`config.mk`:
```
export PLATFORM = sky130hd
export DESIGN_NAME = sram_ctrl
export DESIGN_NICKNAME = d
export VERILOG_FILES = /design/src/rtl/sram_ctrl.sv
export SDC_FILE = /design/constraint.sdc
export NUM_CORES = 1
export LEC_CHECK = 0
export ABC_AREA = 1
export CAP_MARGIN = 20
export CORE_MARGIN = 4
export CORE_UTILIZATION = 48
export DETAILED_ROUTE_END_ITERATION = 16
export PLACE_DENSITY = 0.95
export SLEW_MARGIN = 25
export SYNTH_ARGS = -nofsm -noshare
export SYNTH_HDL_FRONTEND = slang
export SYNTH_SLANG_ARGS = --single-unit
```
`constraint.sdc`:
```
create_clock -name clk -period 4 [get_ports clk]
set_input_delay 0.8 -clock clk [delete_from_list [all_inputs] [get_ports clk]]
set_output_delay 0.8 -clock clk [all_outputs]
set_load 0.005 [all_outputs]
```
`src/rtl/sram_ctrl.sv`:
```
// sram_ctrl: bridges the native memory bus (valid/ready, 32-bit, byte strobes)
// to an external asynchronous SRAM with active-low byte enables.
//
// Parameters:
//   ADDR_WIDTH  - SRAM word-address bits
//   DATA_WIDTH  - SRAM data width, 16 or 32 (16 splits each bus word in two halves)
//   WAIT_STATES - extra cycles per read access or write pulse, 0..15
//
// Ports:
//   clk, resetn                      - system clock, async active-low reset
//   mem_valid/addr/wdata/wstrb       - bus request (wstrb == 0 means read)
//   mem_ready/mem_rdata              - one-cycle completion pulse and read data
//   sram_addr/dout/din/d_oe          - SRAM address and data; pad tri-state lives above
//   sram_ce_n/oe_n/we_n/be_n         - SRAM strobes, active low
//
// Build option: define SRAM_CTRL_RDCACHE_EN to add a one-entry read buffer.
// A hit answers in one cycle without touching the SRAM; a write to the
// buffered word invalidates it.

module sram_ctrl #(
   parameter int ADDR_WIDTH  = 16,
   parameter int DATA_WIDTH  = 16,
   parameter int WAIT_STATES = 0
) (
   input  logic                      clk,
   input  logic                      resetn,
   input  logic                      mem_valid,
   input  logic [31:0]               mem_addr,
   input  logic [31:0]               mem_wdata,
   input  logic [3:0]                mem_wstrb,
   output logic                      mem_ready,
   output logic [31:0]               mem_rdata,
   output logic [ADDR_WIDTH-1:0]     sram_addr,
   output logic [DATA_WIDTH-1:0]     sram_dout,
   input  logic [DATA_WIDTH-1:0]     sram_din,
   output logic                      sram_d_oe,
   output logic                      sram_ce_n,
   output logic                      sram_oe_n,
   output logic                      sram_we_n,
   output logic [DATA_WIDTH/8-1:0]   sram_be_n
);

   // state    | meaning
   // IDLE     | waiting for mem_valid; SRAM deselected
   // RD       | read access of the current half, 1+WAIT_STATES cycles
   // WR_SETUP | address/data/byte enables set up, we_n still high
   // WR_PULSE | write pulse, we_n low for 1+WAIT_STATES cycles
   // WR_HOLD  | we_n released, address and data held one more cycle
   // DONE     | mem_ready pulse, SRAM deselected

   localparam int         BE_W      = DATA_WIDTH / 8;
   localparam bit         HALF_MODE = (DATA_WIDTH == 16);
   // Latched word address excludes the half-select bit in 16-bit mode.
   localparam int         WA_W      = HALF_MODE ? ADDR_WIDTH - 1 : ADDR_WIDTH;
   localparam logic [3:0] WS_LOAD   = 4'(WAIT_STATES);

   typedef enum logic [2:0] {
      IDLE, RD, WR_SETUP, WR_PULSE, WR_HOLD, DONE
   } state_t;

   state_t            state_q, state_d;
   logic [WA_W-1:0]   waddr_q, waddr_d;
   logic [31:0]       wdata_q, wdata_d;
   logic [3:0]        wstrb_q, wstrb_d;
   logic              half_q,  half_d;
   logic [3:0]        wait_q,  wait_d;
   logic [31:0]       rdata_q, rdata_d;

`ifdef SRAM_CTRL_RDCACHE_EN
   logic [WA_W-1:0]   tag_q,    tag_d;
   logic [31:0]       cdata_q,  cdata_d;
   logic              cvalid_q, cvalid_d;
`endif

   logic [WA_W-1:0]       req_waddr;
   logic [DATA_WIDTH-1:0] wr_slice;
   logic [BE_W-1:0]       strb_slice;
   logic [31:0]           rdata_cap;
   logic [ADDR_WIDTH-1:0] addr_out;
   logic                  rd_last;
   logic                  wr_more;
   logic                  wr_first;
   logic                  unused_addr;

   assign req_waddr   = mem_addr[WA_W+1:2];
   assign unused_addr = ^{mem_addr[31:WA_W+2], mem_addr[1:0]};

   generate
      if (HALF_MODE) begin : g_half
         assign wr_slice   = half_q ? wdata_q[31:16] : wdata_q[15:0];
         assign strb_slice = half_q ? wstrb_q[3:2]   : wstrb_q[1:0];
         assign rdata_cap  = half_q ? {sram_din, rdata_q[15:0]}
                                    : {rdata_q[31:16], sram_din};
         assign addr_out   = {waddr_q, half_q};
         assign rd_last    = half_q;
         assign wr_more    = ~half_q & (|wstrb_q[3:2]);
         // A write with no low-half strobes starts directly on the high half.
         assign wr_first   = ~(|mem_wstrb[1:0]);
      end else begin : g_full
         logic unused_half;
         assign unused_half = half_q;
         assign wr_slice    = wdata_q;
         assign strb_slice  = wstrb_q;
         assign rdata_cap   = sram_din;
         assign addr_out    = waddr_q;
         assign rd_last     = 1'b1;
         assign wr_more     = 1'b0;
         assign wr_first    = 1'b0;
      end
   endgenerate

   always_ff @(posedge clk or negedge resetn) begin
      if (!resetn) begin
         state_q  <= IDLE;
         waddr_q  <= '0;
         wdata_q  <= '0;
         wstrb_q  <= '0;
         half_q   <= 1'b0;
         wait_q   <= '0;
         rdata_q  <= '0;
`ifdef SRAM_CTRL_RDCACHE_EN
         tag_q    <= '0;
         cdata_q  <= '0;
         cvalid_q <= 1'b0;
`endif
      end else begin
         state_q  <= state_d;
         waddr_q  <= waddr_d;
         wdata_q  <= wdata_d;
         wstrb_q  <= wstrb_d;
         half_q   <= half_d;
         wait_q   <= wait_d;
         rdata_q  <= rdata_d;
`ifdef SRAM_CTRL_RDCACHE_EN
         tag_q    <= tag_d;
         cdata_q  <= cdata_d;
         cvalid_q <= cvalid_d;
`endif
      end
   end

   always_comb begin
      state_d  = state_q;
      waddr_d  = waddr_q;
      wdata_d  = wdata_q;
      wstrb_d  = wstrb_q;
      half_d   = half_q;
      wait_d   = wait_q;
      rdata_d  = rdata_q;
`ifdef SRAM_CTRL_RDCACHE_EN
      tag_d    = tag_q;
      cdata_d  = cdata_q;
      cvalid_d = cvalid_q;
`endif
      case (state_q)
         IDLE: begin
            if (mem_valid) begin
               waddr_d = req_waddr;
               wdata_d = mem_wdata;
               wstrb_d = mem_wstrb;
               half_d  = 1'b0;
               if (mem_wstrb == 4'b0000) begin
`ifdef SRAM_CTRL_RDCACHE_EN
                  if (cvalid_q && (tag_q == req_waddr)) begin
                     rdata_d = cdata_q;
                     state_d = DONE;
                  end else begin
                     wait_d  = WS_LOAD;
                     state_d = RD;
                  end
`else
                  wait_d  = WS_LOAD;
                  state_d = RD;
`endif
               end else begin
                  half_d  = wr_first;
                  state_d = WR_SETUP;
`ifdef SRAM_CTRL_RDCACHE_EN
                  if (tag_q == req_waddr) begin
                     cvalid_d = 1'b0;
                  end
`endif
               end
            end
         end
         RD: begin
            if (wait_q == 4'd0) begin
               rdata_d = rdata_cap;
               if (rd_last) begin
                  state_d = DONE;
               end else begin
                  half_d = 1'b1;
                  wait_d = WS_LOAD;
               end
            end else begin
               wait_d = wait_q - 4'd1;
            end
         end
         WR_SETUP: begin
            wait_d  = WS_LOAD;
            state_d = WR_PULSE;
         end
         WR_PULSE: begin
            if (wait_q == 4'd0) begin
               state_d = WR_HOLD;
            end else begin
               wait_d = wait_q - 4'd1;
            end
         end
         WR_HOLD: begin
            if (wr_more) begin
               half_d  = 1'b1;
               state_d = WR_SETUP;
            end else begin
               state_d = DONE;
            end
         end
         DONE: begin
            state_d = IDLE;
`ifdef SRAM_CTRL_RDCACHE_EN
            // Refilling after a hit rewrites identical contents, so no need
            // to distinguish hit from miss here.
            if (wstrb_q == 4'b0000) begin
               tag_d    = waddr_q;
               cdata_d  = rdata_q;
               cvalid_d = 1'b1;
            end
`endif
         end
         default: state_d = IDLE;
      endcase
   end

   // SRAM strobes decode straight from the state register so that an async
   // reset deselects the part without waiting for a clock.
   always_comb begin
      sram_ce_n = 1'b1;
      sram_oe_n = 1'b1;
      sram_we_n = 1'b1;
      sram_be_n = '1;
      sram_d_oe = 1'b0;
      case (state_q)
         RD: begin
            sram_ce_n = 1'b0;
            sram_oe_n = 1'b0;
            sram_be_n = '0;
         end
         WR_SETUP, WR_HOLD: begin
            sram_ce_n = 1'b0;
            sram_d_oe = 1'b1;
            sram_be_n = ~strb_slice;
         end
         WR_PULSE: begin
            sram_ce_n = 1'b0;
            sram_we_n = 1'b0;
            sram_d_oe = 1'b1;
            sram_be_n = ~strb_slice;
         end
         default: ;
      endcase
   end

   assign sram_addr = addr_out;
   assign sram_dout = wr_slice;
   assign mem_rdata = rdata_q;
   assign mem_ready = (state_q == DONE);

endmodule

```
==> summary.md <==
| Metric | Value |
|---|---|
| Critical path fanouts, max | 6 |
| FP Rows | 34 |
| Total GRT Usage | 21.59% |
| GR Util met3 | 6.212% |
| Fin area | about 6000 µm² |
| Number of global-route vias before repair | about 4000 |
| CP max stage delay | between 0.5 and 0.6 ns |
| Num CTS Buffers | 9 |
| Vias | 3959 |
| Largest net degree at the start of global routing | 81 |
| Final setup violation count | 0 |
| Vias/cell | 5.216 |
| GRT met2 Usage | 35.88% |
| Seq cells post-synth | 91 |
| # DRC | 0 |
| Top FF cell, synth | dfrtp_1 |
| EDFF count, synth | 0 |
| Global-route wire length before repair | 18.13 mm |
| Clock Path Buffers | 2 |
| Fin cells | between 700 and 800 |
| Detailed-route wire length per cell | 14.50 µm |
| Final hold viol count | 0 |
| CP cell instances | nand2_1, nor2_2, inv_1, nand3_2, o211ai_1, nand2_1, clkdlybuf4s50_1 |
| Cell Pwr Density | 783.4 nW/µm² |
| Post-synthesis cell count | 520 |
| RePlAce Congestion | a little under 0.9 |
| Register area share after synthesis | 53.69% |
| Yosys top cell area share | 53.69% |
| Count leader, synth | nand2_1 |
| Avg Cell Area, Syn | approximately 8.2 µm² |
| Final Max Tran Viols | 0 |
| Post-CTS Setup Inserts | 0 |
| Tcrit/Tclk final | between 70% and 80% |
| Post-Syn Area | 4242 µm² |
| # diodes | 0 |
| Placed Area | around 5600 µm² |
| Gr busiest metal | met2 |
| P&R area growth vs syn | 37.46% |
| CORE AREA | ~8700 µm² |
| Internal power | 2.768 mW |
| Clock root buffer | clkbuf_8 |
| Clock Latency Late Sink | 0.36 ns |
| Yosys cell types | 30 |
| Critical path's top delay family | buffers and inverters |
| CP most frequent cell | nand2_1 |
| Switching Fraction | 39.41% |
| CTS sink cnt | 91 |
| Layout cell share with drive strength beyond 1 | 6.144% |
| Place WS | 1.463 ns |
| Detail Placement HPWL | 7.842 mm |
| Worst slew pin tran | ~0.74 ns |
| Ys Warns | 0 |
| Max stage delay cell, worst path | dfrtp_1 |
| CTS clk-pin slew, worst paths | 0.10 ns |
| GRT overflow | 0 |
| Clk pwr share | ~15% |
| Post_cts resized | 0 |
| Dpl cells | 743 |
| DRT Pass-1 Iters | 5 |
| Seq pwr share | 35.4% |
| Starting density of the core | 48.88% |
| Worst Slack Setup Final | between 1 and 1.5 ns |
| WL final | 11.01 mm |
| Synth top cells by count | nand2_1 (266), dfrtp_1 (91), nand3_1 (60) |
| FMAX | 0.3423 GHz |
| I/O pins | 158 |
| PortBufs | between 100 and 150 |
| Ys async rst share | 100.0% |
| Htree depth | 3 |
| Largest cells by area after synthesis | dfrtp_1 (54%), nand2_1 (24%), nand3_1 (7.1%), o21ai_0 (2.2%), buf_6 (1.6%) |
| Worst Skew | 0.02162 ns |
| Combinational share of power | 49.9% |
| CP bufs+invs | 2 |
| Initial drt markers | 223 |
| RSZ-0062 raised after global routing | false |
| Hold Slack | 0.4746 ns |
| Leading area contributor after synthesis | dfrtp_1 |
| Worst EP required | 3.20 ns |
| Worst slew margin | 50.59% |
| Critical Path AT | 2.12 ns |
| CTS tree | done |
| Post-route minimum period | between 2 and 3 ns |
| Initial antenna violation count | 0 |
| Switching power | 1.800 mW |
| Static leakage | 2.936 nW |
| Hold_buf cts | 0 |
| Final Net Count | 735 |
| Die area | 10410 µm² |
| HP Class | in2async |
| Die span in x | 102.0 µm |
| M1 GR Usage | 27.54% |
| Status | finished, final reports clean |
| Net Count, Synth | 609 |
| Maximum resistive drop on vdd | 0.4679 mV |
| CP Launch Type | flop |
| Antenna viol nets, final | 0 |
| Setup TNS | 0 ns |
| Critical path capture point type | output port |
| Die H | 102.0 µm |
| Max_cap viols | 0 |
| Critical path class | reg2out |
-- final timing paths --
kind | to | cells after the start | start | slack [ns]
worst max register to register | wstrb_q[2] | 6 | state_q[1] | 1.94
worst min register to register | wdata_q[22] | 2 | wdata_q[22] | 0.48
max in group asynchronous | mem_rdata[2] | 2 | resetn | 2.85
worst max-delay path | sram_be_n[0] | 7 | state_q[1] | 1.08
worst min-delay path | waddr_q[14] | 1 | resetn | 0.47
min in group clk | wdata_q[22] | 2 | wdata_q[22] | 0.48
-- state kept, by name (all words and copies together) (netlist names) --
| signal | cells |
|---|---|
| mem_rdata | 32 |
| wdata_q | 32 |
| waddr_q | 15 |
| wait_q | 4 |
| wstrb_q | 4 |
| state_q | 3 |
| half_q | 1 |
-- power groups by stage --
stage	Sequential, mW	Combinational (mW)	Clock, mW
2_1_floorplan	1.59	1.23	0
3_3_place_gp	1.60	2.20	0
3_5_place_dp	1.63	2.30	0
4_1_cts	1.62	2.31	0.681
5_1_grt	1.67	2.54	0.726
6_report	1.62	2.28	0.670
-- layer usage --
metal,share of wire (%),vias up,wire (µm)
met4,1.5,0,163
met3,9.2,14,1018
met2,50,167,5469
li1,-,1886,-
met1,40,1892,4356
met5,0,-,0
-- metrics by stage --
| step | utilization, % | power, mW |
|---|---|---|
| final | 67.19 | 4.568 |
| after floorplan | - | 2.829 |
| after detailed placement | 64.63 | 3.926 |
| after global placement | 64.63 | 3.806 |
| after global routing | 67.19 | 4.942 |
| after CTS | 67.14 | 4.603 |
-- cell usage in the layout, fill, tap and decap left out, types with 2 or more instances in the layout --
cell type,count
a21oi_1,2
buf_4,3
clkbuf_8,9
clkdlybuf4s50_1,138
dfrtp_1,91
ha_1,2
inv_1,14
inv_2,2
inv_8,2
nand2_1,266
nand2_4,3
nand3_1,60
nand4_1,2
nor2_1,8
nor2_2,3
nor2_8,3
nor3_1,2
o211ai_1,2
o21ai_0,19
o21ai_1,3
-- cell type report --
cell class | count | area [µm²]
Clock buffer | 9 | 123.9
Clock inverter | 7 | 93.84
Fill cell | 669 | 2848
Inverter | 18 | 71.32
Multi-Input combinational cell | 383 | 1709
Sequential cell | 91 | 2277
Tap cell | 108 | 135.1
Timing Repair Buffer | 143 | 1420
-- kinds of logic (layout without fill, tap and decap cells) --
logic type / after synthesis / in the layout / share of synthesized area (%)
AO/OA/AOI/OAI: 28 / 28 / 3.569
XOR/XNOR: 1 / 1 / 0.2065
buffers and inverters: 46 / 177 / 6.018
adder cells (fa/ha/maj): 2 / 2 / 0.5899
flip-flops: 91 / 91 / 53.69
AND/OR/NAND/NOR: 352 / 352 / 35.93
Note: power is estimated with default switching activity, not from simulation.
